**config.mk**
```make
export PLATFORM = sky130hd
export DESIGN_NAME = battleship_grid_ctrl
export DESIGN_NICKNAME = d
export VERILOG_FILES = /design/src/rtl/battleship_pkg.sv /design/src/rtl/grid_ram.sv /design/src/rtl/battleship_grid_ctrl.sv
export SDC_FILE = /design/constraint.sdc
export NUM_CORES = 1
export LEC_CHECK = 0
export ABC_AREA = 1
export CAP_MARGIN = 15
export CORE_MARGIN = 2
export CORE_UTILIZATION = 59
export CTS_BUF_LIST = sky130_fd_sc_hd__clkbuf_4
export DETAILED_ROUTE_END_ITERATION = 6
export HOLD_SLACK_MARGIN = 0.02
export MAX_ROUTING_LAYER = met4
export PLACE_DENSITY_LB_ADDON = 0.05
export SYNTH_ARGS = -nofsm -noshare
export SYNTH_HDL_FRONTEND = slang
export SYNTH_SLANG_ARGS = --single-unit
```
**constraint.sdc**
```tcl
create_clock -name clk_in -period 6.4 [get_ports clk_in]
set_clock_uncertainty 0.05 [all_clocks]
set_input_delay 1.28 -clock clk_in [delete_from_list [all_inputs] [get_ports clk_in]]
set_output_delay 1.28 -clock clk_in [all_outputs]
set_load 0.02 [all_outputs]
```
**src/rtl/battleship_pkg.sv**
```systemverilog
// Shared constants for the battleship board: cell codes, command/response codes, engine states.
package battleship_pkg;

  // Stored cell codes
  localparam logic [2:0] CELL_EMPTY    = 3'd0;
  localparam logic [2:0] CELL_SHIP     = 3'd2;
  localparam logic [2:0] CELL_MISS     = 3'd4;
  localparam logic [2:0] CELL_HIT      = 3'd5;
  // Display-only overlay codes
  localparam logic [2:0] CELL_PREV_OK  = 3'd1;
  localparam logic [2:0] CELL_PREV_BAD = 3'd3;

  localparam logic [1:0] OP_PROBE = 2'd0;
  localparam logic [1:0] OP_PLACE = 2'd1;
  localparam logic [1:0] OP_SHOOT = 2'd2;
  localparam logic [1:0] OP_CLEAR = 2'd3;

  localparam logic [2:0] RSP_OK      = 3'd0;
  localparam logic [2:0] RSP_OOB     = 3'd1;
  localparam logic [2:0] RSP_OVERLAP = 3'd2;
  localparam logic [2:0] RSP_BAD_ARG = 3'd3;
  localparam logic [2:0] RSP_MISS    = 3'd4;
  localparam logic [2:0] RSP_HIT     = 3'd5;
  localparam logic [2:0] RSP_REPEAT  = 3'd6;

  typedef enum logic [2:0] {
    ST_SWEEP  = 3'd0,
    ST_IDLE   = 3'd1,
    ST_CHECK  = 3'd2,
    ST_COMMIT = 3'd3,
    ST_SHOT   = 3'd4,
    ST_RESP   = 3'd5
  } state_t;

  // Preview overlay: a free cell shows the probe verdict, anything occupied shows as a conflict.
  function automatic logic [2:0] overlay_cell(input logic [2:0] stored, input logic ok);
    return ((stored == CELL_EMPTY) && ok) ? CELL_PREV_OK : CELL_PREV_BAD;
  endfunction

endpackage

```
**src/rtl/grid_ram.sv**
```systemverilog
// Board cell store: one synchronous write port, one combinational engine read port,
// one registered display read port. Linear index is y*GRID_W+x, computed by the caller.
module grid_ram #(
  parameter int DEPTH = 100,
  parameter int AW    = 7
) (
  input  logic          clk,
  input  logic          we,
  input  logic [AW-1:0] wr_idx,
  input  logic [2:0]    wr_data,
  input  logic [AW-1:0] eng_idx,
  output logic [2:0]    eng_data,
  input  logic [AW-1:0] rd_idx,
  output logic [2:0]    rd_data
);

  logic [2:0] mem [DEPTH];

  // Single write port driven by the command engine.
  always_ff @(posedge clk) begin
    if (we) begin
      mem[wr_idx] <= wr_data;
    end
  end

  assign eng_data = mem[eng_idx];

  // Display read; a write to the same cell on the same edge shows up on the next read only.
  always_ff @(posedge clk) begin
    rd_data <= mem[rd_idx];
  end

endmodule

```
**src/rtl/battleship_grid_ctrl.sv**
```systemverilog
// Battleship board controller: command engine (probe/place/shoot/clear) over grid_ram,
// ship-cell accounting, and a registered display port with preview overlay.
module battleship_grid_ctrl
  import battleship_pkg::*;
#(
  parameter int GRID_W  = 10,
  parameter int GRID_H  = 10,
  parameter int MAX_LEN = 5,
  localparam int CW = $clog2((GRID_W > GRID_H) ? GRID_W : GRID_H),
  localparam int LW = $clog2(MAX_LEN + 1),
  localparam int NW = $clog2(GRID_W * GRID_H + 1)
) (
  input  logic          clk_in,
  input  logic          rst_in,
  input  logic          cmd_valid,
  output logic          cmd_ready,
  input  logic [1:0]    cmd_op,
  input  logic [CW-1:0] cmd_x,
  input  logic [CW-1:0] cmd_y,
  input  logic          cmd_dir,
  input  logic [LW-1:0] cmd_len,
  output logic          rsp_valid,
  output logic [2:0]    rsp_code,
  output logic [NW-1:0] ship_cells,
  output logic          all_sunk,
  input  logic [CW-1:0] rd_x,
  input  logic [CW-1:0] rd_y,
  output logic [2:0]    rd_cell
);

  localparam int N  = GRID_W * GRID_H;
  localparam int AW = $clog2(N);
  // Wide enough that anchor+len never wraps, whichever of CW/LW is larger.
  localparam int EW = ((CW > LW) ? CW : LW) + 1;

  state_t          state, state_n;
  logic [1:0]      op_q;
  logic [CW-1:0]   x_q, y_q;
  logic            dir_q;
  logic [LW-1:0]   len_q;
  logic [NW-1:0]   k_q, k_n, ship_n;
  logic            clr_q, clr_n, placed_q, placed_n;
  logic [2:0]      rsp_n;
  logic            pv_valid, pv_ok, pv_dir, pv_load, pv_load_ok, pv_clear;
  logic [CW-1:0]   pv_x, pv_y;
  logic [LW-1:0]   pv_len;
  logic            we;
  logic [AW-1:0]   wr_idx;
  logic [2:0]      wr_data, eng_data, ram_rd;
  logic            rd_in_grid_q, rd_in_rect_q, rd_ok_q;

  logic            accept, len_bad, place_oob, shot_oob, last_cell, rd_in_grid, rd_in_rect;
  logic [EW-1:0]   cmd_end, cmd_lim, rx, ry, px, py, pv_end;
  logic [CW-1:0]   cell_x, cell_y;
  logic [NW-1:0]   cell_lin, rd_lin;

  assign cmd_ready = (state == ST_IDLE);
  assign rsp_valid = (state == ST_RESP);
  assign accept    = cmd_valid && cmd_ready;

  assign len_bad   = (cmd_len == '0) || (cmd_len > LW'(MAX_LEN));
  assign cmd_end   = EW'(cmd_dir ? cmd_y : cmd_x) + EW'(cmd_len);
  assign cmd_lim   = cmd_dir ? EW'(GRID_H) : EW'(GRID_W);
  assign place_oob = (cmd_end > cmd_lim);
  assign shot_oob  = ({1'b0, cmd_x} >= (CW+1)'(GRID_W)) || ({1'b0, cmd_y} >= (CW+1)'(GRID_H));

  // Cell k of the latched rectangle; k stays 0 for SHOOT so this is also the shot address.
  assign cell_x    = x_q + (dir_q ? '0 : k_q[CW-1:0]);
  assign cell_y    = y_q + (dir_q ? k_q[CW-1:0] : '0);
  assign cell_lin  = NW'(cell_y) * NW'(GRID_W) + NW'(cell_x);
  assign last_cell = (k_q == (NW'(len_q) - NW'(1)));

  assign rd_lin     = NW'(rd_y) * NW'(GRID_W) + NW'(rd_x);
  assign rd_in_grid = ({1'b0, rd_x} < (CW+1)'(GRID_W)) && ({1'b0, rd_y} < (CW+1)'(GRID_H));
  assign rx         = EW'(rd_x);
  assign ry         = EW'(rd_y);
  assign px         = EW'(pv_x);
  assign py         = EW'(pv_y);
  assign pv_end     = (pv_dir ? py : px) + EW'(pv_len);
  assign rd_in_rect = pv_valid && (pv_dir ? ((rx == px) && (ry >= py) && (ry < pv_end))
                                          : ((ry == py) && (rx >= px) && (rx < pv_end)));

  grid_ram #(.DEPTH(N), .AW(AW)) u_ram (
    .clk      (clk_in),
    .we       (we),
    .wr_idx   (wr_idx),
    .wr_data  (wr_data),
    .eng_idx  (cell_lin[AW-1:0]),
    .eng_data (eng_data),
    .rd_idx   (rd_lin[AW-1:0]),
    .rd_data  (ram_rd)
  );

  // Engine state register; reset aborts any command and restarts the board sweep.
  always_ff @(posedge clk_in or posedge rst_in) begin
    if (rst_in) begin
      state <= ST_SWEEP;
    end else begin
      state <= state_n;
    end
  end

  // Next state, RAM write, response code and accounting updates.
  always_comb begin
    state_n    = state;
    k_n        = k_q;
    clr_n      = clr_q;
    rsp_n      = rsp_code;
    ship_n     = ship_cells;
    placed_n   = placed_q;
    pv_load    = 1'b0;
    pv_load_ok = 1'b0;
    pv_clear   = 1'b0;
    we         = 1'b0;
    wr_idx     = cell_lin[AW-1:0];
    wr_data    = CELL_EMPTY;
    case (state)
      ST_SWEEP: begin
        we     = 1'b1;
        wr_idx = k_q[AW-1:0];
        if (k_q == NW'(N - 1)) begin
          k_n = '0;
          if (clr_q) begin
            state_n  = ST_RESP;
            rsp_n    = RSP_OK;
            ship_n   = '0;
            placed_n = 1'b0;
            pv_clear = 1'b1;
            clr_n    = 1'b0;
          end else begin
            state_n = ST_IDLE;
          end
        end else begin
          k_n = k_q + NW'(1);
        end
      end
      ST_IDLE: begin
        if (cmd_valid) begin
          k_n = '0;
          case (cmd_op)
            OP_PROBE, OP_PLACE: begin
              if (len_bad) begin
                state_n = ST_RESP;
                rsp_n   = RSP_BAD_ARG;
              end else if (place_oob) begin
                state_n = ST_RESP;
                rsp_n   = RSP_OOB;
                pv_load = (cmd_op == OP_PROBE);
              end else begin
                state_n = ST_CHECK;
              end
            end
            OP_SHOOT: begin
              if (shot_oob) begin
                state_n = ST_RESP;
                rsp_n   = RSP_OOB;
              end else begin
                state_n = ST_SHOT;
              end
            end
            OP_CLEAR: begin
              state_n = ST_SWEEP;
              clr_n   = 1'b1;
            end
            default: state_n = ST_IDLE;
          endcase
        end else begin
          state_n = ST_IDLE;
        end
      end
      ST_CHECK: begin
        if (eng_data != CELL_EMPTY) begin
          state_n = ST_RESP;
          rsp_n   = RSP_OVERLAP;
          pv_load = (op_q == OP_PROBE);
        end else if (last_cell) begin
          if (op_q == OP_PROBE) begin
            state_n    = ST_RESP;
            rsp_n      = RSP_OK;
            pv_load    = 1'b1;
            pv_load_ok = 1'b1;
          end else begin
            state_n = ST_COMMIT;
            k_n     = '0;
          end
        end else begin
          k_n = k_q + NW'(1);
        end
      end
      ST_COMMIT: begin
        we      = 1'b1;
        wr_data = CELL_SHIP;
        if (last_cell) begin
          state_n  = ST_RESP;
          rsp_n    = RSP_OK;
          ship_n   = ship_cells + NW'(len_q);
          placed_n = 1'b1;
          pv_clear = 1'b1;
        end else begin
          k_n = k_q + NW'(1);
        end
      end
      ST_SHOT: begin
        state_n = ST_RESP;
        case (eng_data)
          CELL_EMPTY: begin
            we      = 1'b1;
            wr_data = CELL_MISS;
            rsp_n   = RSP_MISS;
          end
          CELL_SHIP: begin
            we      = 1'b1;
            wr_data = CELL_HIT;
            rsp_n   = RSP_HIT;
            ship_n  = ship_cells - NW'(1);
          end
          default: rsp_n = RSP_REPEAT;
        endcase
      end
      ST_RESP: state_n = ST_IDLE;
      default: begin
        state_n = ST_SWEEP;
        k_n     = '0;
        clr_n   = 1'b0;
      end
    endcase
  end

  // Command latch, counters, response/accounting registers.
  always_ff @(posedge clk_in or posedge rst_in) begin
    if (rst_in) begin
      op_q       <= OP_PROBE;
      x_q        <= '0;
      y_q        <= '0;
      dir_q      <= 1'b0;
      len_q      <= '0;
      k_q        <= '0;
      clr_q      <= 1'b0;
      placed_q   <= 1'b0;
      ship_cells <= '0;
      rsp_code   <= RSP_OK;
      all_sunk   <= 1'b0;
    end else begin
      if (accept) begin
        op_q  <= cmd_op;
        x_q   <= cmd_x;
        y_q   <= cmd_y;
        dir_q <= cmd_dir;
        len_q <= cmd_len;
      end
      k_q        <= k_n;
      clr_q      <= clr_n;
      placed_q   <= placed_n;
      ship_cells <= ship_n;
      rsp_code   <= rsp_n;
      if (state_n == ST_RESP) begin
        all_sunk <= (ship_n == '0) && placed_n;
      end
    end
  end

  // Preview rectangle; an OOB probe is captured straight from the command port.
  always_ff @(posedge clk_in or posedge rst_in) begin
    if (rst_in) begin
      pv_valid <= 1'b0;
      pv_ok    <= 1'b0;
      pv_dir   <= 1'b0;
      pv_x     <= '0;
      pv_y     <= '0;
      pv_len   <= '0;
    end else if (pv_clear) begin
      pv_valid <= 1'b0;
    end else if (pv_load) begin
      pv_valid <= 1'b1;
      pv_ok    <= pv_load_ok;
      pv_dir   <= (state == ST_IDLE) ? cmd_dir : dir_q;
      pv_x     <= (state == ST_IDLE) ? cmd_x : x_q;
      pv_y     <= (state == ST_IDLE) ? cmd_y : y_q;
      pv_len   <= (state == ST_IDLE) ? cmd_len : len_q;
    end
  end

  // Display qualifiers registered alongside the RAM display read.
  always_ff @(posedge clk_in or posedge rst_in) begin
    if (rst_in) begin
      rd_in_grid_q <= 1'b0;
      rd_in_rect_q <= 1'b0;
      rd_ok_q      <= 1'b0;
    end else begin
      rd_in_grid_q <= rd_in_grid;
      rd_in_rect_q <= rd_in_rect;
      rd_ok_q      <= pv_ok;
    end
  end

  // Final display code: off-grid reads are blank, preview cells take the overlay.
  always_comb begin
    rd_cell = CELL_EMPTY;
    if (!rd_in_grid_q) begin
      rd_cell = CELL_EMPTY;
    end else if (rd_in_rect_q) begin
      rd_cell = overlay_cell(ram_rd, rd_ok_q);
    end else begin
      rd_cell = ram_rd;
    end
  end

endmodule
```
# [Word-level counts from Yosys, hierarchy flattened]
# Memories as Yosys holds them, arrays and structs flattened. A register that Yosys moved wholly into a read port is not among the register bits.
# Index checks and enable logic that the tools add are counted.
[totals] ff_bits=54 ramBits=300 inputBits=25 wordCells=184 n_memories=1
[op_classes] add_sub_neg=10 n_mul=2 n_lt_le_gt_ge=10 n_eq_ne=27 muxes=80 bitwise=3 n_reduce_logical=30
[memory_table] memory="u_ram.mem" words=100 word_bits=3 rd=2 rd_clocked_by_memory_dff=1 write_ports=1 line="grid_ram.sv:17" rtl="logic [2:0] mem [DEPTH];"
[op_table] cell="$mux W7" count=11
[op_table] cell="$mux W3" count=22
[op_table] cell="$pmux W7 S5" count=1
[op_table] cell="$mux W1" count=26
[op_table] cell="$mux W4" count=6
[op_table] cell="$pmux W7 S3" count=1
[op_table] cell="$pmux W3 S2" count=3
[op_table] cell="$pmux W3 S6" count=1
[op_table] cell="$pmux W3 S5" count=1
[op_table] cell="$add A7 B4 Y7" count=2
[op_table] cell="$logic_not A3 Y1" count=4
[op_table] cell="$mul A4 B3 Y6 const B" count=2
[op_table] cell="$ne A2 B2 Y1 const B" count=6
[op_table] cell="$ne A3 B3 Y1 const B" count=4
[op_table] cell="$add A4 B3 Y5" count=2
[op_table] cell="$lt A4 B5 Y1" count=2
[op_table] cell="$reduce_and A10 Y1" count=1
[op_table] cell="$eq A3 B2 Y1 const B" count=3
[op_table] cell="$eq A3 B3 Y1 const B" count=3
[op_table] cell="$logic_and A1 B1 Y1" count=9
[op_table] cell="$pmux W3 S3" count=1
[op_table] cell="$add A4 B4 Y4" count=2
[op_table] cell="$eq A4 B4 Y1" count=2
[op_table] cell="$ge A4 B4 Y1" count=2
[op_table] cell="other kinds (32)" count=45

# [Logic depth before layout (Yosys ltp)]
# An unclocked memory read counts as a cell.
[depth] word_depth=11 ltp_mapped=30 depth_no_buf=29

# [Modules after synthesis]
# Synthesis repeated with hierarchy kept, for this count alone.
[unflattened] cells_unflattened=2542 area_unflattened_um2=20781.2
[by_module_without_submodules] mod="grid_ram" n_inst=1 cells_each=1865 area_per_inst_um2=15907.8 seq_area_each_um2=9068.7
[by_module_without_submodules] mod="battleship_grid_ctrl" n_inst=1 cells_each=677 area_per_inst_um2=4873.4 seq_area_each_um2=1351.3

# [Worst setup path after synthesis]
# No wires, ideal clock.
[synth_path] path_kind="register to register" start="register dir_q" end="memory u_ram.mem[0][0] (data pin)" t_arrival_ns=5.683 slack_ns=-0.006 path_stages_with_launch=20 n_path_buf=2 path_cell_list="dfrtp_1 buf_6 nand2_1 inv_1 ha_1 fa_1 xnor2_1 inv_1 ha_1 ha_1 inv_1 fa_1 xor2_1 clkbuf_1 nand3_1 nand2_1 nand2_1 nand2_2 nand3_1 nor2_1"
[synth_via] elab_chain_cells=8
[synth_rtl] element="start: declaration" line="battleship_grid_ctrl.sv:39" rtl="logic dir_q;"
[synth_rtl] element="start signal: assignment" line="battleship_grid_ctrl.sv:248" rtl="dir_q <= cmd_dir;"
[synth_rtl] element="$mux W4" line="battleship_grid_ctrl.sv:69" rtl="assign cell_y = y_q + (dir_q ? k_q[CW-1:0] : '0);"
[synth_rtl] element="$add A4 B4 Y4" line="battleship_grid_ctrl.sv:69"
[synth_rtl] element="$mul A4 B3 Y6" line="battleship_grid_ctrl.sv:70" rtl="assign cell_lin = NW'(cell_y) * NW'(GRID_W) + NW'(cell_x);"
[synth_rtl] element="$add A7 B4 Y7 *" line="battleship_grid_ctrl.sv:70"
[synth_rtl] element="$mem_v2 Z100 W3 *"
[synth_rtl] element="$eq A3 B2 Y1 or $logic_not A3 Y1 (tied branches)" line="battleship_grid_ctrl.sv:205" rtl="case (eng_data)"
[synth_rtl] element="$pmux W3 S2 *" line="battleship_grid_ctrl.sv:205"
[synth_rtl] element="$pmux W3 S2 *" line="battleship_grid_ctrl.sv:117" rtl="case (state)"
[synth_rtl] element="via u_ram.wr_data[0]" line="grid_ram.sv:10" rtl="input logic [2:0] wr_data,"
[synth_rtl] element="end: declaration" line="grid_ram.sv:17"
# Mark *: on every way through the listed nets, which the timed path passes. The rest lies on a longest branch.

# [Final worst setup path]
[layout_path] start="register dir_q" end="memory u_ram.mem[12][2] (enable)"
[layout_via] elab_chain_cells=11
[layout_rtl] element="$mux W4" line="battleship_grid_ctrl.sv:69"
[layout_rtl] element="$add A4 B4 Y4" line="battleship_grid_ctrl.sv:69"
[layout_rtl] element="$mul A4 B3 Y6" line="battleship_grid_ctrl.sv:70"
[layout_rtl] element="$add A7 B4 Y7 *" line="battleship_grid_ctrl.sv:70"
[layout_rtl] element="$mem_v2 Z100 W3"
[layout_rtl] element="$eq A3 B2 Y1 or $logic_not A3 Y1 (tied branches)" line="battleship_grid_ctrl.sv:205"
[layout_rtl] element="$reduce_or A2 Y1 (no line)"
[layout_rtl] element="$mux W1" line="battleship_grid_ctrl.sv:205"
[layout_rtl] element="$pmux W1 S2" line="battleship_grid_ctrl.sv:117"
[layout_rtl] element="$mux W1" line="grid_ram.sv:21" rtl="if (we) begin"
[layout_rtl] element="$mux W1 (implied by the code)" line="grid_ram.sv:22" rtl="mem[wr_idx] <= wr_data;"
# Mark *: on every way between the ends. The rest lies on a longest branch, timed or not.

==> flow_summary.ini <==
[clock_network]
cts_root_buf = clkbuf_4
clk_latency_ns = 0.81
cts_buffer_depth = 3
htreeDepth = 3
path_clk_slew_ns = 0.06
numClockSinks = 357
ctsResizeCount = 0
postCtsSetupRepairBufs = 0
cts_tree = done
hold_buffers = 0
numCtsBuffers = 93

[synthesis]
syn_nets = 2551
synth-edff-count = 300
async_flop_share_pct = 15.13
ys_seq_elements = 357
synth_cell_types = 48
synth-xor-area-share_pct = 0.8899
dominantRegCellSynth = edfxtp_1
synth_compound_area_share_pct = 13.30
yosys_warnings = 0
synthTopCellsByArea = edfxtp_1 (44%), nand2_1 (8.2%), nand3_1 (7.3%), dfrtp_1 (6.5%), o21ai_0 (5.5%)
synth_top_area_share_pct = 43.59
synth-simple-area-share_pct = 22.83
syn_area_per_cell_um2 = 8.368
ys_seq_area_share_pct = 50.41
synthCells = 2470
yosysTopAreaCell = edfxtp_1
synthesis.area_um2 = 20670
synth-adder-area-share_pct = 3.717
muxShareOfSynthArea_pct = 0
synth_top_family_by_area = simple AND/OR/NAND/NOR gates

[critical_path]
cp-start-kind = flip-flop
cp.required_ns = 6.76
cp_common_cell = nand3_1
r2r_start = dir_q
arrival_ns = 6.03
path_class = reg2reg
crit_path_top_delay_cell = nand3_1
path_buf_inv = 4
crit_path_end_kind = flip-flop
slowest_delay_ns = 0.69
path_max_fanout = 20
crit_path_cell_trace = nand2_1, inv_1, ha_1, fa_1, xnor2_1, inv_1, ha_1, ha_1, xor2_2, buf_4, inv_2, nand3_1, nand3_1, nand2_1, nand3_1, nand3_2, nand2_2, nor2_4, or2_1, nand3_1, nor2_1
critPathTopFamily = simple AND/OR/NAND/NOR gates
cp-startpoint = dir_q

[die]
dieArea_um2 = 36540
ios = 41
die_w_um = 191.2
rows = 68
die_y_um = 191.2
start_util_pct = 59.83
coreArea_um2 = 34540

[drt]
vias = 18580
drc = 2
wl_um = 63670
vias_per_cell = 6.146
ant_nets = 0
post_drt_wl_per_cell_um = 21.06
drt_iter0_drc = 2531
dr.pass1.iters = 7

[grt]
track_usage_pct = 36.42
grt_pass1_wl_um = 98260
antenna_found_initial = 3
grt_max_degree = 244
grt_pass1_vias = 17300
grt.overflow.total = 0

[sta]
hold_violations = 0
fin_crit_ns = 5.673
slew_headroom_pct = 24.62
tightest_slew_ns = 1.131
report.final.slew_viol_count = 0
rsz0062_at_grt = no
finalSetupViolations = 0
post-route-period-util_pct = 88.64
fmax_mhz = 176.3
timing.setup.tns_ns = 0

[worst_hold_path]
hold_class = reg2reg
hold_start = rsp_code[2]

[cells_and_area]
area_growth_syn_to_layout_pct = 8.481
fin_nets = 2580
multi_input_area_um2 = 8481
fillers = 3012
seq_area_um2 = 10420
drive_above_1_share_pct = 8.190

[place]
portBuffers = 40
hpwl_um = 42880
gp_congestion = 0.9770

[status]
violations = DRC
outcome = finished, violations left

[flow_run]
maxCapViolCount = 0
## cell usage after synthesis (all sizes together) (3+ instances only)
cell type / number
nand2: 472
nand3: 307
edfxtp: 300
nor2: 300
inv: 297
o21ai: 234
a21oi: 129
o211ai: 82
clkbuf: 69
buf: 66
dfrtp: 54
ha: 47
xor2: 15
a31oi: 14
nor3: 14
nand4: 11
fa: 9
o221ai: 6
xnor2: 6
clkinv: 5
o22ai: 5
a311oi: 4
a221oi: 3
dfxtp: 3
## worst paths after layout
| kind | cells after the start | end | slack (ns) |
|---|---|---|---|
| max in group asynchronous | 3 | pv_x[0] | 4.83 |
| min | 2 | rsp_code[2] | 0.43 |
| max | 21 | u_ram.mem[12][2] | 0.73 |
| min in group asynchronous | 3 | ship_cells[1] | 0.95 |
| min reg2reg | 2 | rsp_code[2] | 0.43 |
| max reg2reg | 21 | u_ram.mem[12][2] | 0.73 |
## worst register-to-register path, stage by stage, from the launching register on
cell and delay [ns]:
dfrtp_1 0.48, nand2_1 0.11, inv_1 0.04, ha_1 0.20, fa_1 0.41, xnor2_1 0.25
inv_1 0.08, ha_1 0.31, ha_1 0.37, xor2_2 0.14, buf_4 0.30, inv_2 0.28
nand3_1 0.18, nand3_1 0.13, nand2_1 0.09, nand3_1 0.13, nand3_2 0.20, nand2_2 0.12
nor2_4 0.09, or2_1 0.13, nand3_1 0.69, nor2_1 0.51
## per-layer routing
metal / share of wire [%] / global-route usage, % / up-vias
li1: - / - / 8510
met1: 41 / 50.62 / 8639
met2: 43 / 51.25 / 1237
met3: 12 / 8.775 / 194
met4: 3.9 / 15.12 / 0
met5: 0 / - / -
## per-stage QoR
stage	util (%)	cell area [um2]	hold WS, ns	setup slack, ns	instances
floorplan	-	20670	0.3040	0.6652	2470
global placement	61.59	21270	0.4153	1.036	2858
detailed placement	61.59	21270	0.4191	0.8838	2858
CTS	64.82	22390	0.4379	0.8654	3018
global route	64.91	22420	0.4591	0.5364	3023
finish	64.91	22420	0.4257	0.7268	3023
## cells in the final DEF (no fill, tap or decap), types with 4 or more instances in the layout
master / synthesis / final
a21oi_1: 129 / 129
a311oi_1: 4 / 4
a31oi_1: 14 / 14
buf_12: 0 / 6
buf_4: 12 / 24
clkbuf_4: 0 / 129
clkdlybuf4s50_1: 0 / 39
clkinv_1: 5 / 24
clkinv_2: 0 / 5
dfrtp_1: 54 / 54
diode_2: 0 / 4
edfxtp_1: 300 / 300
fa_1: 9 / 8
ha_1: 47 / 44
inv_1: 292 / 290
inv_2: 5 / 8
nand2_1: 454 / 454
nand2_2: 16 / 16
nand3_1: 303 / 303
nand4_1: 11 / 11
nor2_1: 298 / 297
nor3_1: 13 / 13
o211ai_1: 82 / 82
o21ai_0: 228 / 228
o21ai_1: 6 / 6
o221ai_1: 6 / 6
o22ai_1: 5 / 5
xnor2_1: 6 / 6
xor2_1: 15 / 14
## cells by family after synthesis
group / count (synthesis)
buf+inv: 437
simple gates: 1112
xor+xnor: 21
flops: 357
fa+ha+maj: 56
compound gates: 487
## flip-flops by register name, summed over array words and instances, names as in the netlist, 2 cells and up
register	count
ship_cells	7
pv_len	3
rsp_code	3
len_q	3
x_q	4
k_q	7
y_q	4
pv_y	4
u_ram.rd_data	3
pv_x	4
u_ram.mem	300
state	3
op_q	2
## cell type report
class / instances / area share [%]
inverter: 302 / 5.056
multi-input combinational: 1676 / 37.82
antenna: 4 / 0.04464
sequential: 357 / 46.47
timing repair buffer: 69 / 3.080
clock inverter: 31 / 0.6641
clock buffer: 129 / 4.319
tap: 455 / 2.539
Power is left out: the tool's default activity adds up to more than one toggle a clock period on the data nets, which glitch-free logic cannot reach.
